[src/rtl/fp_to_int.sv]
// IEEE-754 single-precision to 32-bit signed integer converter, truncating toward zero.
// Normal operands are aligned one bit per cycle; out-of-range classes saturate.
module fp_to_int (
    input  logic        clk,
    input  logic        rst_n,
    input  logic        in_valid,
    output logic        in_ready,
    input  logic [31:0] a,
    output logic        out_valid,
    input  logic        out_ready,
    output logic [31:0] result,
    output logic        overflow,
    output logic        inexact
);

    typedef enum logic [1:0] {IDLE, SHIFT, DONE} state_t;

    state_t      state_q, state_d;
    logic [31:0] work_q, work_d;
    logic [4:0]  cnt_q, cnt_d;
    logic        left_q, left_d;
    logic        sign_q, sign_d;
    logic        special_q, special_d;
    logic        spec_ovf_q, spec_ovf_d;
    logic        sticky_q, sticky_d;
    logic [31:0] result_q, result_d;
    logic        overflow_q, overflow_d;
    logic        inexact_q, inexact_d;
    logic        out_valid_q, out_valid_d;

    logic [7:0]  x;
    logic [22:0] frac;

    assign x    = a[30:23];
    assign frac = a[22:0];

    always_comb begin
        state_d     = state_q;
        work_d      = work_q;
        cnt_d       = cnt_q;
        left_d      = left_q;
        sign_d      = sign_q;
        special_d   = special_q;
        spec_ovf_d  = spec_ovf_q;
        sticky_d    = sticky_q;
        result_d    = result_q;
        overflow_d  = overflow_q;
        inexact_d   = inexact_q;
        out_valid_d = out_valid_q;

        case (state_q)
            IDLE: begin
                if (in_valid) begin
                    state_d    = SHIFT;
                    sign_d     = a[31];
                    left_d     = 1'b0;
                    cnt_d      = 5'd0;
                    sticky_d   = 1'b0;
                    special_d  = 1'b1;
                    spec_ovf_d = 1'b1;
                    // Special classes park their final value in the working register
                    if (x < 8'd127) begin
                        work_d     = 32'h0000_0000;
                        spec_ovf_d = 1'b0;
                        sticky_d   = |a[30:0];
                    end else if (x == 8'd255 && frac != 23'd0) begin
                        work_d = 32'h7FFF_FFFF;
                    end else if (x >= 8'd158) begin
                        if (a[31]) begin
                            work_d     = 32'h8000_0000;
                            spec_ovf_d = (a != 32'hCF00_0000);
                        end else begin
                            work_d = 32'h7FFF_FFFF;
                        end
                    end else begin
                        special_d  = 1'b0;
                        spec_ovf_d = 1'b0;
                        work_d     = {8'd0, 1'b1, frac};
                        if (x >= 8'd150) begin
                            left_d = 1'b1;
                            cnt_d  = 5'(x - 8'd150);
                        end else begin
                            cnt_d  = 5'(8'd150 - x);
                        end
                    end
                end
            end
            SHIFT: begin
                if (cnt_q == 5'd0) begin
                    if (special_q || !sign_q) result_d = work_q;
                    else                      result_d = ~work_q + 32'd1;
                    overflow_d  = special_q & spec_ovf_q;
                    inexact_d   = sticky_q;
                    out_valid_d = 1'b1;
                    state_d     = DONE;
                end else begin
                    if (left_q) begin
                        work_d = {work_q[30:0], 1'b0};
                    end else begin
                        work_d   = {1'b0, work_q[31:1]};
                        sticky_d = sticky_q | work_q[0];
                    end
                    cnt_d = cnt_q - 5'd1;
                end
            end
            DONE: begin
                if (out_ready) begin
                    out_valid_d = 1'b0;
                    state_d     = IDLE;
                end
            end
            default: state_d = IDLE;
        endcase
    end

    always_ff @(posedge clk or negedge rst_n) begin
        if (!rst_n) begin
            state_q     <= IDLE;
            work_q      <= 32'd0;
            cnt_q       <= 5'd0;
            left_q      <= 1'b0;
            sign_q      <= 1'b0;
            special_q   <= 1'b0;
            spec_ovf_q  <= 1'b0;
            sticky_q    <= 1'b0;
            result_q    <= 32'd0;
            overflow_q  <= 1'b0;
            inexact_q   <= 1'b0;
            out_valid_q <= 1'b0;
        end else begin
            state_q     <= state_d;
            work_q      <= work_d;
            cnt_q       <= cnt_d;
            left_q      <= left_d;
            sign_q      <= sign_d;
            special_q   <= special_d;
            spec_ovf_q  <= spec_ovf_d;
            sticky_q    <= sticky_d;
            result_q    <= result_d;
            overflow_q  <= overflow_d;
            inexact_q   <= inexact_d;
            out_valid_q <= out_valid_d;
        end
    end

    assign in_ready  = (state_q == IDLE);
    assign out_valid = out_valid_q;
    assign result    = result_q;
    assign overflow  = overflow_q;
    assign inexact   = inexact_q;

endmodule
[config.mk]
export PLATFORM = sky130hd
export DESIGN_NAME = fp_to_int
export DESIGN_NICKNAME = d
export VERILOG_FILES = /design/src/rtl/fp_to_int.sv
export SDC_FILE = /design/constraint.sdc
export NUM_CORES = 1
export LEC_CHECK = 0
export ABC_CLOCK_PERIOD_IN_PS = 2600
export BUFFER_PORTS_ARGS = -buffer_cell sky130_fd_sc_hd__buf_2
export CORE_UTILIZATION = 40
export CTS_CLUSTER_SIZE = 20
export DETAILED_ROUTE_END_ITERATION = 8
export PLACE_DENSITY_LB_ADDON = 0.1
export SLEW_MARGIN = 20
export SYNTH_ARGS = -nofsm -noshare
export SYNTH_HDL_FRONTEND = slang
export SYNTH_SLANG_ARGS = --single-unit
[constraint.sdc]
create_clock -name clk -period 2.6 [get_ports clk]
set_input_delay 0.13 -clock clk [delete_from_list [all_inputs] [get_ports clk]]
set_output_delay 0.13 -clock clk [all_outputs]
set_load 0.01 [all_outputs]
==> summary.log, run 1 <==
[synthesis] post-synthesis async set-or-reset flop share 100%
[pwr] static power due to leakage 2.46 nW
[finish] Final Net Count 659
[synthesis] most common library cells after synthesis sky130_fd_sc_hd__dfrtp_1 (79), sky130_fd_sc_hd__nor2_1 (73), sky130_fd_sc_hd__a21oi_1 (68), sky130_fd_sc_hd__nand2_1 (60), sky130_fd_sc_hd__o21ai_0 (41)
[finish] filler cell count in the final layout 1143
[sta] total negative setup slack 0 ps
[sta] number of failing hold endpoints at the final stage 0
[pwr] maximum vdd drop 0.000550 V
[synthesis] net count after synthesis 598
[clock_tree] CTS tree yes
[drt] DR DRC count 6
[critical_path] Register-to-Register Path Depth 5
[sta] Max-slew headroom 50.3%
[critical_path] capturing element type of the critical path flip-flop
[die] Placement Rows 39
[synthesis] simple-gate portion of the synthesized area 18.6%
[clock_tree] clock latency on the worst-skew pair 340 ps
[die] initial core utilization 41.7%
[grt] total routing resource utilization after global routing 22.1%
[critical_path] worst-path fanout max 12
[synthesis] EDFF count, synth 0
[synthesis] library cell occupying the most area in the post-synthesis netlist sky130_fd_sc_hd__dfrtp_1
[grt] number of global-route vias before repair 4030
[synthesis] post-synthesis instance total 554
[finish] area delta synth->final 16.9%
[sta] shortest clock period the worst path allows after layout 2290 ps
[sta] number of slew-limit violations in the final report 0
[drt] first-pass detailed-route iteration total 7
[synthesis] fraction of synthesized cell area in xor and xnor cells 5.62%
[clock_tree] post-cts repair resize count 0
[pwr] share of power burned in combinational logic 52.9%
[clock_tree] Max Buffers Root-to-Sink 2
[critical_path] worst path cell trace nor3_1 -> nand4b_4 -> o41ai_1 -> xor2_1 -> o21ai_0
[synthesis] arithmetic-cell share of the synthesized area counting full adders, half adders and majority gates 2.07%
[sta] share of the cycle needed by the critical path after routing 88.0%
[synthesis] sequential fraction of the synthesis area 41.0%
[drt] total wirelength of the detailed-routed design 13.0 mm
[worst_hold_path] number of cells traversed by the worst hold path 2
[run_status] run status finished, violations left
[run] max capacitance violation total 0
[synthesis] combinational family with the most area after synthesis compound AO/OA/AOI/OAI gates
[critical_path] crit start category flip-flop
[synthesis] mux share of post-synthesis cell area 7.49%
[synthesis] area fraction in compound gates after synthesis 20.4%
[pwr] Seq pwr share 32.3%
[synthesis] flop and latch count out of synthesis 79
[grt] remaining global-route overflow 0
[place] worst setup timing slack at the placement stage 339 ps
[clock_tree] H-Tree Depth 3
[critical_path] maximum cell stage delay along the critical path 550 ps
[sta] smallest setup slack after layout 312 ps
[die] die span in y 112 microns
[drt] DR iter-0 viols 243
[synthesis] proportion of netlist area held by the largest area contributor 41.0%
[drt] Routed wire per std cell 17.0 microns
[synthesis] Distinct cells, synth 58
[pwr] P_int 4.30 mW
[sta] Final setup violation count 0
[synthesis] dominant synthesized flop cell sky130_fd_sc_hd__dfrtp_1
[critical_path] critical path type reg -> reg
[synthesis] cell with the most instances after synthesis sky130_fd_sc_hd__dfrtp_1
[clock_tree] clock slew seen by the registers of the worst setup and hold paths 60 ps
[sta] clock skew 6.86 ps
[critical_path] CP arrival 2500 ps
[finish] final cell utilization of the core 48.8%
[die] area enclosed by the die boundary 0.0125 sq mm
[drt] remaining antenna violation count 0
[pwr] power share of the clock group 14.8%
[run_status] violated checks DRC
[drt] vias 4218
[synthesis] post-synth design cell area 0.00483 sq mm
[sta] unrepaired setup endpoints after global routing false
[pwr] PD cells 1400 mW/mm^2
[place] routability congestion estimate from global placement 0.812
[clock_tree] Hold-fix buffers, CTS 1
[pwr] power after layout 7.91 mW
[synthesis] average instance area after synthesis 8.71 sq um
[die] overall die width 112 microns
[drt] via density per instance 5.54
[sta] slew at the pin closest to its max-slew limit 746 ps
[worst_hold_path] worst hold path class in -> reg
[die] top-level I/O count 72
[grt] wire length of the first global-routing pass 21.7 mm
[pwr] Switching Fraction 45.7%
[critical_path] worst-path cell with the longest stage delay sky130_fd_sc_hd__nor3_1
[critical_path] Worst EP required 2810 ps
[grt] pin count of the biggest net entering global routing 80
[clock_tree] TritonCTS Sinks 79
[finish] fraction of final layout cells sized beyond drive strength 1 21.0%
[place] total of buffers placed on input and output ports 71
[grt] number of antenna violations at the first check in global routing 0
[pwr] switching power total 3.61 mW
[clock_tree] clock tree root buffer cell sky130_fd_sc_hd__clkbuf_16
[synthesis] dominant cells by area after synthesis sky130_fd_sc_hd__dfrtp_1 (41%), sky130_fd_sc_hd__a21oi_1 (7.1%), sky130_fd_sc_hd__nor2_1 (5.7%)
[clock_tree] number of CTS-inserted buffers 9
[sta] highest clock rate 437 MHz
[die] core region area 0.0116 sq mm
[finish] number of antenna repair diodes 0
[place] HPWL Detailed 8.74 mm
[clock_tree] post-CTS setup buffer count 0
[synthesis] Yosys warnings 0
==> power by group through the flow <==
stage          Combinational (mW)  Clock (mW)  Sequential (mW)
3_3_place_gp                 4.11           0             2.54
6_report                     4.19        1.17             2.56
3_5_place_dp                 4.20           0             2.57
5_1_grt                      4.71        1.26             2.66
2_1_floorplan                3.02           0             2.41
4_1_cts                      4.21        1.21             2.55
==> layout make-up <==
cell class	count	area (sq um)	share of cell area, %
inverters	11	41.3	0.732
multi-input cells	422	2630	46.6
clock buffers	13	260	4.61
clock inverters	1	5.00	0.0887
well taps	143	179	3.17
flip-flops and latches	79	1980	35.0
repair buffers	92	549	9.73
==> critical path: cells and delay by family, from the launching register on <==
family | cells | cell delay [ps]
xor gates and xnor gates | 1 | 190
AOI/OAI and AO/OA | 2 | 600
and+or+nand+nor | 2 | 900
DFF | 1 | 470
==> worst paths after layout <==
path | slack, ps | startpoint | endpoint
max | 310 | work_q[4]$_DFFE_PN0P_ | result[23]$_DFFE_PN0P_
min | 100 | a[31] | sign_q$_DFFE_PN0P_
max reg2reg | 310 | work_q[4]$_DFFE_PN0P_ | result[23]$_DFFE_PN0P_
min reg2reg | 470 | result[0]$_DFFE_PN0P_ | result[0]$_DFFE_PN0P_
max in group asynchronous | 1690 | rst_n | work_q[10]$_DFFE_PN0P_
min in group asynchronous | 410 | rst_n | overflow$_DFFE_PN0P_
==> state kept, by name (all words and copies together), names as in the netlist <==
register and cells:
state_q 2, overflow 1, cnt_q 5, out_valid 1, inexact 1, left_q 1, sticky_q 1, spec_ovf_q 1
result 32, work_q 32, sign_q 1, special_q 1
==> metrics by stage <==
stage | hold slack (ps) | instances | cell area (sq um)
after floorplan | -166 | 554 | 4830
after global placement | 318 | 745 | 5350
after detailed placement | 333 | 745 | 5350
after CTS | 23.6 | 760 | 5630
after global routing | 100 | 761 | 5640
final | 99.2 | 761 | 5640
==> routing by layer <==
metal	up-vias	GRT usage (%)	share of wire [%]
met5	-	0	0
met4	0	7.39	1.2
met3	7	3.48	4.5
met2	104	34.5	45
met1	2027	31.1	49
li1	2080	-	-
==> cells by family after synthesis <==
| group | after synthesis |
|---|---|
| XOR/XNOR | 31 |
| multiplexers | 35 |
| adder cells (fa/ha/maj) | 8 |
| AO/OA/AOI/OAI | 159 |
| AND/OR/NAND/NOR | 189 |
| buffers and inverters | 53 |
| flip-flops | 79 |
==> placed cells by master, fill, tap and decap left out, types with 9 or more instances in the layout <==
master                      count
sky130_fd_sc_hd__nand2_1       59
sky130_fd_sc_hd__dfrtp_1       79
sky130_fd_sc_hd__mux2i_1       26
sky130_fd_sc_hd__xnor2_1       12
sky130_fd_sc_hd__mux2_2         9
sky130_fd_sc_hd__buf_2         70
sky130_fd_sc_hd__nor3_1        13
sky130_fd_sc_hd__xor2_1        19
sky130_fd_sc_hd__nor2_1        73
sky130_fd_sc_hd__a21oi_1       68
sky130_fd_sc_hd__o21ai_0       41
sky130_fd_sc_hd__o31ai_1       11
sky130_fd_sc_hd__buf_4         17
sky130_fd_sc_hd__clkbuf_16      9
sky130_fd_sc_hd__inv_1         11
(Power assumes the default switching activity.)
==> run 2: changes to the inputs <==
Settings changed: MAX_ROUTING_LAYER set to met4.
==> summary.log, run 2 (same netlist as run 1, synthesis figures left out) <==
[sta] number of slew-limit violations in the final report 0 [unchanged]
[sta] clock skew 7.11 ps [+0.246 ps]
[place] total of buffers placed on input and output ports 71 [unchanged]
[finish] number of antenna repair diodes 0 [unchanged]
[critical_path] R2R Path End result[23]$_DFFE_PN0P_
[clock_tree] clock slew seen by the registers of the worst setup and hold paths 60 ps [about the same]
[pwr] PD cells 1400 mW/mm^2 [about the same]
[critical_path] R2R Setup Slk 320 ps [about the same]
[clock_tree] TritonCTS Sinks 79 [unchanged]
[sta] Final setup violation count 0 [unchanged]
[pwr] Switching Fraction 45.7% [about the same]
[sta] number of failing hold endpoints at the final stage 0 [unchanged]
[place] HPWL Detailed 8.74 mm [unchanged]
[sta] total negative setup slack 0 ps [unchanged]
[sta] Max-slew headroom 50.2% [about the same]
[drt] first-pass detailed-route iteration total 7 [unchanged]
[sta] share of the cycle needed by the critical path after routing 87.6% [-0.38 points]
[critical_path] FF-to-FF Start work_q[4]$_DFFE_PN0P_
[grt] number of antenna violations at the first check in global routing 0 [unchanged]
[die] die span in y 112 microns [unchanged]
[pwr] maximum vdd drop 0.000549 V [-0.14%]
[pwr] share of power burned in combinational logic 52.8% [about the same]
[drt] via density per instance 5.51 [-0.59%]
[grt] wire length of the first global-routing pass 21.7 mm [about the same]
[clock_tree] Max Buffers Root-to-Sink 2 [unchanged]
[pwr] P_int 4.30 mW [about the same]
[sta] highest clock rate 439 MHz [+0.43%]
[die] top-level I/O count 72 [unchanged]
[pwr] Seq pwr share 32.3% [about the same]
[clock_tree] clock tree root buffer cell sky130_fd_sc_hd__clkbuf_16
[clock_tree] CTS tree yes
[drt] total wirelength of the detailed-routed design 13.0 mm [about the same]
[die] overall die width 112 microns [unchanged]
[finish] fraction of final layout cells sized beyond drive strength 1 21.0% [unchanged]
[critical_path] critical path type reg -> reg
[clock_tree] H-Tree Depth 3 [unchanged]
[place] worst setup timing slack at the placement stage 339 ps [unchanged]
[grt] remaining global-route overflow 0 [unchanged]
[finish] commonest non-fill, non-tap cell in the layout sky130_fd_sc_hd__dfrtp_1
[worst_hold_path] worst hold path class in -> reg
[die] Placement Rows 39 [unchanged]
[critical_path] capturing element type of the critical path flip-flop
[critical_path] crit start category flip-flop
[drt] Routed wire per std cell 17.0 microns [about the same]
[grt] pin count of the biggest net entering global routing 80 [unchanged]
[pwr] switching power total 3.62 mW [about the same]
[die] initial core utilization 41.7% [unchanged]
[grt] number of global-route vias before repair 4027 [-0.074%]
[place] routability congestion estimate from global placement 0.824 [+1.5%]
[die] area enclosed by the die boundary 0.0125 sq mm [unchanged]
[finish] Final Net Count 659 [unchanged]
[critical_path] Register-to-Register Path Depth 5 [unchanged]
[grt] total routing resource utilization after global routing 22.8% [+0.68 points]
[finish] area delta synth->final 16.9% [unchanged]
[critical_path] CP arrival 2490 ps [about the same]
[critical_path] worst-path fanout max 12 [unchanged]
[sta] unrepaired setup endpoints after global routing false
[drt] DR iter-0 viols 249 [+2.5%]
[critical_path] launch point of the worst path work_q[4]$_DFFE_PN0P_
[sta] shortest clock period the worst path allows after layout 2280 ps [-9.84 ps]
[clock_tree] clock latency on the worst-skew pair 340 ps [about the same]
[sta] smallest setup slack after layout 322 ps [+9.84 ps]
[sta] slew at the pin closest to its max-slew limit 746 ps [+0.642 ps]
[pwr] static power due to leakage 2.46 nW [unchanged]
[run_status] violated checks DRC
[finish] commonest cells after routing, fill and taps aside sky130_fd_sc_hd__dfrtp_1 (79), sky130_fd_sc_hd__nor2_1 (73), sky130_fd_sc_hd__buf_2 (70), sky130_fd_sc_hd__a21oi_1 (68), sky130_fd_sc_hd__nand2_1 (59)
[drt] DR DRC count 6 [unchanged]
[drt] remaining antenna violation count 0 [unchanged]
[die] core region area 0.0116 sq mm [unchanged]
[drt] vias 4193 [-0.59%]
[clock_tree] post-CTS setup buffer count 0 [unchanged]
[run] max capacitance violation total 0 [unchanged]
[critical_path] Worst EP required 2820 ps [about the same]
[run_status] run status finished, violations left
[critical_path] crit path capture result[23]$_DFFE_PN0P_
[pwr] power share of the clock group 14.9% [about the same]
[clock_tree] number of CTS-inserted buffers 9 [unchanged]
## run 2: power by group through the flow
stage                     sequential (mW)  clock [mW]  combinational [mW]
after floorplan                      2.41           0                3.02
after global placement               2.54           0                4.11
after detailed placement             2.57           0                4.20
after CTS                            2.55        1.21                4.21
after global routing                 2.66        1.26                4.71
final                                2.56        1.18                4.18
## run 2: how the worst min path moves through the flow
stage               from                endpoint  slack, ps  cells after the start
2_1_floorplan      rst_n    cnt_q[0]$_DFFE_PN0P_       -170                      0
3_3_place_gp   out_ready  state_q[1]$_DFFE_PN0P_        320                      2
3_5_place_dp   out_ready  state_q[1]$_DFFE_PN0P_        330                      2
4_1_cts            rst_n    overflow$_DFFE_PN0P_         20                      1
5_1_grt            a[31]      sign_q$_DFFE_PN0P_        100                      2
6_report           a[31]      sign_q$_DFFE_PN0P_        100                      2
## run 2: metrics by stage
step / utilization, % / std cells / power [mW] / area (sq um) / hold slack (ps)
3_5_place_dp: 46.3 / 745 / 6.76 / 5350 / 333
2_1_floorplan: - / 554 / 5.43 / 4830 / -166
6_report: 48.8 / 761 / 7.92 / 5640 / 97.0
4_1_cts: 48.7 / 760 / 7.97 / 5630 / 23.6
5_1_grt: 48.8 / 761 / 8.63 / 5640 / 100
3_3_place_gp: 46.3 / 745 / 6.65 / 5350 / 318
## run 2: layout make-up
type / count / area, sq um
Tap cell: 143 / 179
Fill cell: 1143 / 5920
Multi-Input combinational cell: 422 / 2630
Inverter: 11 / 41.3
Clock buffer: 13 / 260
Clock inverter: 1 / 5.00
Sequential cell: 79 / 1980
Timing Repair Buffer: 92 / 549
## run 2: critical path: stages (launching register included)
cell                       delay (ps)
sky130_fd_sc_hd__dfrtp_1          470
sky130_fd_sc_hd__nor3_1           550
sky130_fd_sc_hd__nand4b_4         350
sky130_fd_sc_hd__o41ai_1          510
sky130_fd_sc_hd__xor2_1           180
sky130_fd_sc_hd__o21ai_0           90
## run 2: timing repair
action / 4_1_cts / 5_1_grt
hold buffers: 1 / 1
hold endpoints to repair: 1 / 79
gates resized for setup: 0 / 0
## run 2: layer usage
layer | GRT usage, % | vias to the layer above | wire length, microns
met5 | - | - | 0
met4 | 7.39 | 0 | 170
met3 | 3.43 | 10 | 515
met2 | 34.7 | 92 | 5810
met1 | 31.0 | 2005 | 6460
li1 | - | 2086 | -
==> run 3: changes to the inputs <==
Settings changed: CTS_BUF_LIST set to sky130_fd_sc_hd__clkbuf_4 sky130_fd_sc_hd__clkbuf_8.
==> summary.log, run 3 (same netlist as run 1, synthesis figures left out) <==
[grt] remaining global-route overflow 0 [unchanged]
[grt] pin count of the biggest net entering global routing 80 [unchanged]
[clock_tree] TritonCTS Sinks 79 [unchanged]
[drt] vias 4211 [+0.43%]
[finish] number of antenna repair diodes 0 [unchanged]
[worst_hold_path] worst hold path class in -> reg
[critical_path] buffers plus inverters on the worst setup path 0 [unchanged]
[critical_path] cell family with most CP delay simple AND/OR/NAND/NOR gates
[die] top-level I/O count 72 [unchanged]
[critical_path] Register-to-Register Path Depth 5 [unchanged]
[sta] Final setup violation count 0 [unchanged]
[sta] total negative setup slack 0 ps [unchanged]
[pwr] power after layout 7.60 mW [-4.0%]
[clock_tree] number of CTS-inserted buffers 9 [unchanged]
[critical_path] worst-path cell with the longest stage delay sky130_fd_sc_hd__nor3_1
[grt] total routing resource utilization after global routing 22.7% [-0.11 points]
[die] Placement Rows 39 [unchanged]
[finish] commonest cells after routing, fill and taps aside sky130_fd_sc_hd__dfrtp_1 (79), sky130_fd_sc_hd__nor2_1 (73), sky130_fd_sc_hd__buf_2 (70), sky130_fd_sc_hd__a21oi_1 (68), sky130_fd_sc_hd__nand2_1 (59)
[critical_path] critical path type reg -> reg
[finish] filler cell count in the final layout 1158 [+1.3%]
[worst_hold_path] number of cells traversed by the worst hold path 2 [unchanged]
[sta] worst hold margin 75.0 ps [-22.0 ps]
[run_status] violated checks DRC
[finish] count of placed standard cells in the final layout, fillers left out 761 [unchanged]
[die] area enclosed by the die boundary 0.0125 sq mm [unchanged]
[critical_path] crit start category flip-flop
[finish] Final Net Count 659 [unchanged]
[clock_tree] clock tree root buffer cell sky130_fd_sc_hd__clkbuf_8
[run] max capacitance violation total 0 [unchanged]
[clock_tree] H-Tree Depth 3 [unchanged]
[clock_tree] Max Buffers Root-to-Sink 2 [unchanged]
[clock_tree] clock slew seen by the registers of the worst setup and hold paths 80 ps [+20 ps]
[grt] number of antenna violations at the first check in global routing 0 [unchanged]
[drt] remaining antenna violation count 0 [unchanged]
[die] die span in y 112 microns [unchanged]
[critical_path] CP arrival 2530 ps [+40 ps]
[drt] first-pass detailed-route iteration total 6 [-1]
[finish] commonest non-fill, non-tap cell in the layout sky130_fd_sc_hd__dfrtp_1
[clock_tree] clock latency on the worst-skew pair 360 ps [+20 ps]
[critical_path] Crit. path cell count 5 [unchanged]
[die] core region area 0.0116 sq mm [unchanged]
[die] overall die width 112 microns [unchanged]
[die] initial core utilization 41.7% [unchanged]
[sta] shortest clock period the worst path allows after layout 2280 ps [+6.14 ps]
[sta] Max-slew headroom 50.0% [-0.26 points]
[critical_path] capturing element type of the critical path flip-flop
[drt] via density per instance 5.53 [+0.43%]
[place] HPWL Detailed 8.74 mm [unchanged]
[pwr] maximum vdd drop 0.000548 V [-0.22%]
[drt] DR DRC count 6 [unchanged]
[grt] number of global-route vias before repair 4047 [+0.50%]
[sta] slew at the pin closest to its max-slew limit 750 ps [+3.90 ps]
[critical_path] maximum cell stage delay along the critical path 550 ps [about the same]
[drt] DR iter-0 viols 231 [-7.2%]
[sta] share of the cycle needed by the critical path after routing 87.8% [+0.24 points]
[place] routability congestion estimate from global placement 0.824 [unchanged]
[finish] fraction of final layout cells sized beyond drive strength 1 21.4% [+0.32 points]
[critical_path] worst-path fanout max 12 [unchanged]
[sta] number of failing hold endpoints at the final stage 0 [unchanged]
[place] worst setup timing slack at the placement stage 339 ps [unchanged]
[sta] smallest setup slack after layout 316 ps [-6.14 ps]
[pwr] static power due to leakage 2.42 nW [-1.6%]
[pwr] PD cells 1370 mW/mm^2 [-2.4%]
[place] total of buffers placed on input and output ports 71 [unchanged]
[sta] unrepaired setup endpoints after global routing false
[clock_tree] CTS tree yes
[critical_path] worst path cell trace nor3_1 -> nand4b_4 -> o41ai_1 -> xor2_1 -> o21ai_0
[drt] total wirelength of the detailed-routed design 13.0 mm [about the same]
[sta] clock skew 9.64 ps [+2.53 ps]
[grt] wire length of the first global-routing pass 21.7 mm [+0.29%]
[critical_path] Worst EP required 2840 ps [+20 ps]
[drt] Routed wire per std cell 17.0 microns [about the same]
[run_status] run status finished, violations left
[sta] highest clock rate 438 MHz [-0.27%]
[finish] area delta synth->final 15.0%
[place] instance count after placement with tap cells included 745 [unchanged]
[sta] number of slew-limit violations in the final report 0 [unchanged]
-- run 3: per-layer routing --
layer | vias up | wire, microns | global-route usage, %
met5 | - | 0 | -
li1 | 2080 | - | -
met4 | 0 | 139 | 6.31
met3 | 13 | 572 | 3.27
met2 | 100 | 5800 | 34.8
met1 | 2018 | 6450 | 31.1
-- run 3: layout make-up --
class	count	area, sq um	area share (%)
well taps	143	179	3.22
repair buffers	92	549	9.90
inverters	11	41.3	0.744
multi-input cells	422	2630	47.4
clock buffers	13	166	3.00
flip-flops and latches	79	1980	35.6
clock inverters	1	5.00	0.0902
-- run 3: metrics by stage --
stage | utilization, % | cell area [sq um]
global route | 48.0 | 5550
CTS | 47.9 | 5550
detailed placement | 46.3 | 5350
finish | 48.0 | 5550
global placement | 46.3 | 5350
floorplan | - | 4830
-- run 3: path summary, 6_finish.rpt --
path,start,end,slack [ps]
hold reg to reg,result[0]$_DFFE_PN0P_,result[0]$_DFFE_PN0P_,470
min in group asynchronous,rst_n,result[27]$_DFFE_PN0P_,390
setup reg to reg,work_q[4]$_DFFE_PN0P_,result[23]$_DFFE_PN0P_,320
hold / removal,a[31],sign_q$_DFFE_PN0P_,80
setup / recovery,work_q[4]$_DFFE_PN0P_,result[23]$_DFFE_PN0P_,320
max in group asynchronous,rst_n,work_q[10]$_DFFE_PN0P_,1710
-- run 3: timing repair --
item                      CTS  global route
setup buffers               0             0
gates resized for setup     0             0
hold buffers                2             0
hold endpoints to repair   35             0
-- run 3: where the power goes --
group	internal, mW	leakage, nW	switching (mW)
combinational	1.75	1.36	2.44
sequential	1.86	0.970	0.689
clock	0.410	0.0922	0.451
